--- config.mk ---
export PLATFORM = sky130hd
export DESIGN_NAME = usb_in_arbiter
export DESIGN_NICKNAME = d
export VERILOG_FILES = /design/src/rtl/usb_in_arbiter.sv
export SDC_FILE = /design/constraint.sdc
export NUM_CORES = 1
export LEC_CHECK = 0
export CAP_MARGIN = 5
export CORE_MARGIN = 1.5
export CORE_UTILIZATION = 35
export CTS_CLUSTER_SIZE = 8
export DETAILED_ROUTE_END_ITERATION = 12
export GPL_TIMING_DRIVEN = 0
export PLACE_DENSITY_LB_ADDON = 0.12
export SYNTH_ARGS = -nofsm -noshare
export SYNTH_HDL_FRONTEND = slang
export SYNTH_SLANG_ARGS = --single-unit
--- constraint.sdc ---
create_clock -name clk_i -period 1.74 [get_ports clk_i]
set_input_delay 0.174 -clock clk_i [delete_from_list [all_inputs] [get_ports clk_i]]
set_output_delay 0.174 -clock clk_i [all_outputs]
set_load 0.005 [all_outputs]
--- src/rtl/usb_in_arbiter.sv ---
// usb_in_arbiter
//   Round-robin arbiter that shares one usb_cdc IN byte stream between
//   CHANNELS application byte sources. A channel keeps the grant for a burst
//   of up to MAX_BURST bytes. The burst ends early when the channel stops
//   presenting data. The output toward usb_cdc is a registered valid/ready
//   stage.
//
//   Optional feature: define USB_IN_ARBITER_TAG_EN to emit one tag byte
//   (TAG_BASE | channel index) at the start of every grant. Without the
//   macro the stream carries data only and TAG_BASE is unused.
//
// Ports
//   clk_i        app clock, rising edge
//   rstn_i       synchronous active-low reset
//   req_data_i   byte per channel, channel k at [8k+7:8k]
//   req_valid_i  channel k has a byte
//   req_ready_o  channel k byte accepted when valid & ready
//   in_data_o    byte to usb_cdc
//   in_valid_o   valid to usb_cdc
//   in_ready_i   ready from usb_cdc
//   grant_o      one-hot current grant, zero when idle
//   busy_o       high while an arbitration grant is active
module usb_in_arbiter #(
    parameter int         CHANNELS  = 2,
    parameter int         MAX_BURST = 8,
    parameter logic [7:0] TAG_BASE  = 8'hF0
) (
    input  logic                  clk_i,
    input  logic                  rstn_i,
    input  logic [8*CHANNELS-1:0] req_data_i,
    input  logic [CHANNELS-1:0]   req_valid_i,
    output logic [CHANNELS-1:0]   req_ready_o,
    output logic [7:0]            in_data_o,
    output logic                  in_valid_o,
    input  logic                  in_ready_i,
    output logic [CHANNELS-1:0]   grant_o,
    output logic                  busy_o
);

    localparam int IDX_W = $clog2(CHANNELS);
    localparam int SUM_W = IDX_W + 1;
    localparam int CNT_W = $clog2(MAX_BURST + 1);

`ifdef USB_IN_ARBITER_TAG_EN
    typedef enum logic [1:0] {IDLE = 2'd0, GRANT = 2'd1, TAG = 2'd2} state_t;
`else
    typedef enum logic [0:0] {IDLE = 1'b0, GRANT = 1'b1} state_t;
`endif

    state_t              state_reg, state_next;
    logic [CHANNELS-1:0] grant_reg, grant_next;
    logic [IDX_W-1:0]    gidx_reg, gidx_next;
    logic [CNT_W-1:0]    cnt_reg, cnt_next;
    logic [IDX_W-1:0]    ptr_reg, ptr_next;
    logic                out_valid_reg, out_valid_next;
    logic [7:0]          out_data_reg, out_data_next;

    logic                free;
    logic                accept;
    logic                load;
    logic [7:0]          load_data;
    logic                win_found;
    logic [IDX_W-1:0]    win_idx;
    logic [SUM_W-1:0]    cand_sum;
    logic [7:0]          chan_data [CHANNELS];

    // The output register can take a new byte when it is empty or draining.
    assign free   = ~out_valid_reg | in_ready_i;
    assign accept = (state_reg == GRANT) && free && req_valid_i[gidx_reg];

    generate
        for (genvar gi = 0; gi < CHANNELS; gi++) begin : g_chan
            assign chan_data[gi]   = req_data_i[8*gi +: 8];
            // Ready follows the output register directly so a byte is taken
            // in the same cycle the downstream drains.
            assign req_ready_o[gi] = (state_reg == GRANT) &&
                                     (gidx_reg == IDX_W'(gi)) && free;
        end
    endgenerate

    // Round-robin search: start one past the last granted channel and take
    // the first requester, wrapping modulo CHANNELS.
    always_comb begin
        win_found = 1'b0;
        win_idx   = '0;
        cand_sum  = '0;
        for (int k = 1; k <= CHANNELS; k++) begin
            cand_sum = {1'b0, ptr_reg} + SUM_W'(k);
            if (cand_sum >= SUM_W'(CHANNELS)) begin
                cand_sum = cand_sum - SUM_W'(CHANNELS);
            end
            if (!win_found && req_valid_i[IDX_W'(cand_sum)]) begin
                win_found = 1'b1;
                win_idx   = IDX_W'(cand_sum);
            end
        end
    end

    always_comb begin
        state_next     = state_reg;
        grant_next     = grant_reg;
        gidx_next      = gidx_reg;
        cnt_next       = cnt_reg;
        ptr_next       = ptr_reg;
        out_valid_next = out_valid_reg;
        out_data_next  = out_data_reg;
        load           = 1'b0;
        load_data      = 8'h00;

        case (state_reg)
            IDLE: begin
                if (win_found) begin
                    gidx_next  = win_idx;
                    grant_next = {{(CHANNELS-1){1'b0}}, 1'b1} << win_idx;
                    cnt_next   = '0;
`ifdef USB_IN_ARBITER_TAG_EN
                    state_next = TAG;
`else
                    state_next = GRANT;
`endif
                end
            end
`ifdef USB_IN_ARBITER_TAG_EN
            TAG: begin
                // The tag byte is not part of the burst count.
                if (free) begin
                    load       = 1'b1;
                    load_data  = TAG_BASE | 8'(gidx_reg);
                    state_next = GRANT;
                end
            end
`endif
            GRANT: begin
                if (accept) begin
                    load      = 1'b1;
                    load_data = chan_data[gidx_reg];
                    cnt_next  = cnt_reg + CNT_W'(1);
                end
                // Release at the burst limit, or on a requester gap. A gap is
                // only seen while the output can move, so backpressure freezes
                // the grant.
                if ((accept && (cnt_reg == CNT_W'(MAX_BURST - 1))) ||
                    (free && !req_valid_i[gidx_reg])) begin
                    state_next = IDLE;
                    ptr_next   = gidx_reg;
                    grant_next = '0;
                end
            end
            default: begin
                state_next = IDLE;
            end
        endcase

        if (load) begin
            out_valid_next = 1'b1;
            out_data_next  = load_data;
        end else if (in_ready_i) begin
            out_valid_next = 1'b0;
        end
    end

    always_ff @(posedge clk_i) begin
        if (!rstn_i) begin
            state_reg     <= IDLE;
            grant_reg     <= '0;
            gidx_reg      <= '0;
            cnt_reg       <= '0;
            ptr_reg       <= IDX_W'(CHANNELS - 1);
            out_valid_reg <= 1'b0;
            out_data_reg  <= 8'h00;
        end else begin
            state_reg     <= state_next;
            grant_reg     <= grant_next;
            gidx_reg      <= gidx_next;
            cnt_reg       <= cnt_next;
            ptr_reg       <= ptr_next;
            out_valid_reg <= out_valid_next;
            out_data_reg  <= out_data_next;
        end
    end

    assign in_valid_o = out_valid_reg;
    assign in_data_o  = out_data_reg;
    assign grant_o    = grant_reg;
    assign busy_o     = (state_reg != IDLE);

endmodule

==> results.ini, run 1 <==
[global_routing]
use_met1=0.2392
grt_max_degree=11
grt_pass1_wl_mm=3.739
grt_use_met2=0.2896
grt_usage=0.1833
gr-usage-met3=0.06497
grt_pass1_vias=823
grt_overflow=0
grt.busiest_layer=met2
antenna_found_initial=0

[route]
avgRoutedWirePerCell_um=14.34
via_per_inst=5.474
drt-total-wl_mm=2.208
drc=0
drtAntennaViolNets=0
dr_total_vias=843
dr.pass1.iters=4
dr.first_iter.drc_count=21

[die]
dieArea_sq_um=2815
initial_utilization=0.3818
ios=35
core-area_sq_um=2297
dieHeight_um=53.06
die_x_um=53.06
row_count=17

[place]
dp_cells=151
numPortBuffers=33
dp_slack_ps=-11.18
dp_hpwl_mm=1.585
place_congestion=0.7792

[pwr]
total_power_mw=0.9640
p_leak_nw=0.4835
switchingPower_mw=0.2576
internal_power_mw=0.7064
p_comb_frac=0.243
clkPwrFrac=0.276
vdd_ir_drop_max_v=0.0006109
power_frac_seq=0.481
pwr_density_cell_nw_per_um2=745.1
switching_share=0.2672

[sta]
maxSlewViolCount=0
fin_crit_sh=0.9739
fmax_ghz=0.5901
fin_skew_ps=8.733
min_period_ps=1695
rsz0062_at_grt=false
tightestPinTransition_ps=577.2
worst_slack_ps=45.45
relSlewSlack=0.6131
setup_viol=0
finalHoldViolations=0

[layout]
area_growth_pct=47.50
largest_reg_flops=8
diodes=0
nets=149
drive_above_1_share=0.09524
fin_cells=154

[yosys]
yosysSeqAreaShare=0.4108
netlist_top_cells_area=dfxtp_1 41%, mux2i_1 13%, a211oi_1 6.8%, a31oi_1 5.7%, nand3b_1 2.6%
yosysTopAreaCellShare=0.4108
yosys.area.top_type=dfxtp_1
yosysMostFrequentCell=dfxtp_1
syn_area_sq_um=877.1
ys_ff_latch=18
synthArstFlopShare=0
synth_cell_types=33
synth_top_flop_cell=dfxtp_1
synth_commonest_cells=18 x dfxtp_1, 11 x mux2i_1, 8 x a211oi_1, 8 x a31oi_1, 5 x clkbuf_1
yosysWarnings=0
syn_avg_cell_area_sq_um=9.745
synth_nets=112
synthesis.instances=90
synth_edf_count=0

[clock_network]
post-cts-setup-buffers=0
worstSkewPairLatency_ps=300
root_buffer=clkbuf_4
htree_levels=1
cts_resized=4
ctsHoldBuffers=0
cts_sinks=18
clk_pin_slew_ps=100
clock_path_buffers=2
cts_tree=yes
cts_buffers=3

[worst_setup_path]
crit_start=in_ready_i
worstPathRequired_ps=1570
crit_type=input port to output port
start_kind=input port
path_max_fanout=2
cp-end-kind=output port
critPathArrivalTime_ps=1520
worstReg2RegStart=cnt_reg[0]

[flow_run]
cap_violations=0

[worst_hold_path]
worstHoldStart=rstn_i
worstHoldPathType=input port to register

[run_status]
status=complete, no violations

==> critical path: stages <==
cell	delay, ps
clkdlybuf4s50_1	520
nand2b_1	140
and3_1	190
clkdlybuf4s50_1	500
==> cell type report <==
class	count	area [sq um]
plain buffers	6	31.28
clock buffers	4	36.28
repair buffers	33	332.8
well taps	28	35.03
fillers	224	1003
flip-flops and latches	18	362.8
multi-input cells	62	484.2
inverters	3	11.26
==> cells in the final DEF (no fill, tap or decap), types with 2 or more instances in the layout <==
cell type        count
nand3_1              3
dfxtp_1             16
clkbuf_4             3
nand3b_1             3
nand2_1              2
o311ai_1             2
inv_1                2
a21oi_1              2
a211oi_1             8
clkdlybuf4s50_1     32
dfxtp_2              2
clkbuf_1             4
mux2i_1             11
nand4_1              2
and3_1               2
a31oi_1              8
==> path summary, 6_finish.rpt <==
| kind | end | slack [ps] | cells past startpoint |
|---|---|---|---|
| worst max-delay path | req_ready_o[1] | 50 | 4 |
| worst max register to register | ptr_reg | 260 | 4 |
| worst min-delay path | in_valid_o | 260 | 2 |
| worst min register to register | cnt_reg[3] | 490 | 2 |
==> metrics by stage <==
step,hold slack (ps),area (sq um),setup TNS (ps),utilization
floorplan,299.8,877.1,0,-
global placement,465.7,1242,0,0.5409
detailed placement,468.2,1242,-19.09,0.5409
CTS,244.1,1285,0,0.5594
global route,275.0,1294,0,0.5632
finish,256.1,1294,0,0.5632
==> power groups by stage <==
stage | clock network [mW] | logic, mW | registers [mW]
2_1_floorplan | 0 | 0.110 | 0.470
3_3_place_gp | 0 | 0.230 | 0.470
3_5_place_dp | 0 | 0.232 | 0.471
4_1_cts | 0.273 | 0.235 | 0.463
5_1_grt | 0.292 | 0.259 | 0.468
6_report | 0.266 | 0.234 | 0.464
==> metal layers <==
| metal | vias up | part of all wire |
|---|---|---|
| met5 | - | 0 |
| met4 | 0 | 0.0068 |
| met3 | 2 | 0.048 |
| met2 | 22 | 0.47 |
| met1 | 392 | 0.47 |
| li1 | 427 | - |
==> cell families (layout without fill, tap and decap cells) <==
kind of cell	after synthesis	in the layout	synth area share
compound gates	29	29	0.2454
fa+ha+maj	1	1	0.01426
buf+inv	10	46	0.04565
flops	18	18	0.4108
mux	12	12	0.1427
simple gates	20	20	0.1412
(Power assumes the default switching activity.)
==> inputs of run 2 (changes only) <==
--- a/config.mk
+++ b/config.mk
@@ -6,7 +6,7 @@
 export NUM_CORES = 1
 export LEC_CHECK = 0
 export CAP_MARGIN = 5
-export CORE_MARGIN = 1.5
+export CORE_MARGIN = 2
 export CORE_UTILIZATION = 35
 export CTS_CLUSTER_SIZE = 8
 export DETAILED_ROUTE_END_ITERATION = 12
==> run 2 against run 1 <==
  * Clock power about the same
  * First-iteration DRC count shrank 48%
  * Non-clock buffer count is the same
  * Combinational power grew 2%
  * Cell area up 0.97%
  * Critical path depth shrank 1
  * Flip-flop and latch count did not move
  * Utilization decreased by 2.6 points
  * Worst setup slack better by 110 ps
  * Highest routed layer unchanged
==> results.ini, run 2 (same netlist as run 1, synthesis figures left out) <==
[worst_setup_path]
path_max_fanout=3  ; was 2
rrSetupSlack_ps=290  ; was 260 ps
crit_slowest_cell=clkdlybuf4s50_1  ; unchanged
worstPathRequired_ps=1570  ; about the same
critPathArrivalTime_ps=1410  ; was 1520 ps
crit_type=register to output port  ; was input port to output port
reg2reg_depth=4  ; unchanged
start_kind=register  ; was input port
cp_cell_sequence=nand2b_1 -> and3_1 -> clkdlybuf4s50_1  ; was clkdlybuf4s50_1 -> nand2b_1 -> and3_1 -> clkdlybuf4s50_1
worstReg2RegStart=cnt_reg[0]  ; unchanged
cp-end-kind=output port  ; unchanged
r2r_end=ptr_reg  ; unchanged
max_stage_delay_ps=500  ; was 520 ps

[die]
row_count=18  ; was 17
initial_utilization=0.3606  ; was 0.3818
core-area_sq_um=2432  ; was 2297 sq um
die_x_um=54.06  ; was 53.06 um
dieArea_sq_um=2922  ; was 2815 sq um
ios=35  ; unchanged
dieHeight_um=54.06  ; was 53.06 um

[pwr]
pwr_density_cell_nw_per_um2=740.2  ; was 745.1 nW/um^2
clkPwrFrac=0.275  ; was 0.276
switching_share=0.2693  ; was 0.2672
p_leak_nw=0.4941  ; was 0.4835 nW
vdd_ir_drop_max_v=0.0004760  ; was 0.0006109 V
switchingPower_mw=0.2604  ; was 0.2576 mW
p_comb_frac=0.246  ; was 0.243
power_frac_seq=0.479  ; was 0.481
internal_power_mw=0.7066  ; was 0.7064 mW

[layout]
multi_input_area_sq_um=489.2  ; was 484.2 sq um
diodes=0  ; unchanged
nets=149  ; unchanged
seq_area_sq_um=365.4  ; was 362.8 sq um
fin_area_sq_um=1306  ; was 1294 sq um
n_fill_cell=236  ; was 224
layout_common_cells=31 x clkdlybuf4s50_1, 16 x dfxtp_1, 11 x mux2i_1  ; was 32 x clkdlybuf4s50_1, 16 x dfxtp_1, 11 x mux2i_1
drive_above_1_share=0.1032  ; was 0.09524
area_growth_pct=48.93  ; was 47.50%
utilization=0.5370  ; was 0.5632
layout_commonest_cell=clkdlybuf4s50_1  ; unchanged
largest_reg_flops=8  ; unchanged

[global_routing]
grt_max_degree=11  ; unchanged
grt_usage=0.1757  ; was 0.1833
antenna_found_initial=0  ; unchanged
grt_pass1_vias=818  ; was 823
grt_pass1_wl_mm=3.650  ; was 3.739 mm
grt_overflow=0  ; unchanged

[route]
dr_total_vias=870  ; was 843
via_per_inst=5.577  ; was 5.474
drt-total-wl_mm=2.262  ; was 2.208 mm
dr.first_iter.drc_count=11  ; was 21
drc=0  ; unchanged
dr.pass1.iters=4  ; unchanged
avgRoutedWirePerCell_um=14.50  ; was 14.34 um
drtAntennaViolNets=0  ; unchanged

[sta]
setup_viol=0  ; unchanged
relSlewSlack=0.5927  ; was 0.6131
fin_crit_sh=0.9099  ; was 0.9739
fmax_ghz=0.6316  ; was 0.5901 GHz
final.setup.tns_ps=0  ; unchanged
fin_hold_ws_ps=255.7  ; was 256.1 ps
maxSlewViolCount=0  ; unchanged
worst_slack_ps=156.8  ; was 45.45 ps
fin_skew_ps=6.785  ; was 8.733 ps
rsz0062_at_grt=false  ; unchanged
min_period_ps=1583  ; was 1695 ps
tightestPinTransition_ps=607.6  ; was 577.2 ps
finalHoldViolations=0  ; unchanged

[clock_network]
cts_resized=5  ; was 4
cts_buffers=3  ; unchanged
htree_levels=1  ; unchanged
post-cts-setup-buffers=0  ; unchanged
ctsHoldBuffers=0  ; unchanged
root_buffer=clkbuf_4  ; unchanged
clk_pin_slew_ps=100  ; about the same
worstSkewPairLatency_ps=300  ; about the same
cts_tree=yes  ; unchanged
cts_sinks=18  ; unchanged
clock_path_buffers=2  ; unchanged

[run_status]
status=complete, no violations  ; unchanged

[worst_hold_path]
worstHoldStart=rstn_i  ; unchanged
worstHoldPathType=input port to register  ; unchanged
hold_depth=2  ; unchanged
min_to=in_valid_o  ; unchanged

[place]
dp_hpwl_mm=1.608  ; was 1.585 mm
postPlaceCellArea_sq_um=1245  ; was 1242 sq um
dp_slack_ps=-35.83  ; was -11.18 ps
numPortBuffers=33  ; unchanged
place_congestion=0.7866  ; was 0.7792

[flow_run]
cap_violations=0  ; unchanged

## run 2: worst max path at each step
stage | start | end | slack (ps) | cells past startpoint
6_report | in_valid_o | req_ready_o[1] | 160 | 3
5_1_grt | in_valid_o | req_ready_o[1] | 90 | 3
4_1_cts | gidx_reg | req_ready_o[0] | 0.06 | 3
3_5_place_dp | in_ready_i | req_ready_o[0] | -40 | 5
3_3_place_gp | in_ready_i | req_ready_o[0] | -30 | 5
2_1_floorplan | gidx_reg | ptr_reg | 370 | 3
## run 2: layout make-up
cell class                      instances  area share
Inverter                                3    0.008621
Multi-Input combinational cell         62      0.3745
Buffer                                  6     0.02395
Sequential cell                        18      0.2797
Tap cell                               30     0.02874
Timing Repair Buffer                   33      0.2567
Clock buffer                            4     0.02778
## run 2: worst max-delay path: cells and delay by family, from the launching register on
| kind | cells | cell delay, ps |
|---|---|---|
| DFF | 1 | 340 |
| buffers and inverters | 1 | 500 |
| and+or+nand+nor | 2 | 270 |
## run 2: metal layers
| layer | up-vias | GRT usage | wire [um] |
|---|---|---|---|
| met1 | 415 | 0.2153 | 1017 |
| met5 | - | 0 | 0 |
| met4 | 0 | 0.08750 | 34 |
| met2 | 27 | 0.2866 | 1076 |
| li1 | 423 | - | - |
| met3 | 5 | 0.04167 | 134 |
## run 2: metrics by stage
step / power (mW) / std cells
4_1_cts: 0.9731 / 156
2_1_floorplan: 0.5797 / 90
5_1_grt: 1.017 / 156
3_5_place_dp: 0.7061 / 153
3_3_place_gp: 0.7022 / 153
6_report: 0.9669 / 156
## run 2: power groups by stage
| stage | combinational, mW | sequential (mW) | clock [mW] |
|---|---|---|---|
| 2_1_floorplan | 0.110 | 0.470 | 0 |
| 3_3_place_gp | 0.232 | 0.470 | 0 |
| 3_5_place_dp | 0.235 | 0.471 | 0 |
| 4_1_cts | 0.240 | 0.463 | 0.270 |
| 5_1_grt | 0.261 | 0.468 | 0.288 |
| 6_report | 0.238 | 0.463 | 0.266 |
==> inputs of run 3 (changes only) <==
--- a/config.mk
+++ b/config.mk
@@ -11,7 +11,9 @@
 export CTS_CLUSTER_SIZE = 8
 export DETAILED_ROUTE_END_ITERATION = 12
 export GPL_TIMING_DRIVEN = 0
+export HOLD_SLACK_MARGIN = 0.1
 export PLACE_DENSITY_LB_ADDON = 0.12
+export SLEW_MARGIN = 5
 export SYNTH_ARGS = -nofsm -noshare
 export SYNTH_HDL_FRONTEND = slang
 export SYNTH_SLANG_ARGS = --single-unit
==> results of run 3 <==
No change in the layout: final DEF, timing and power equal those of run 2.
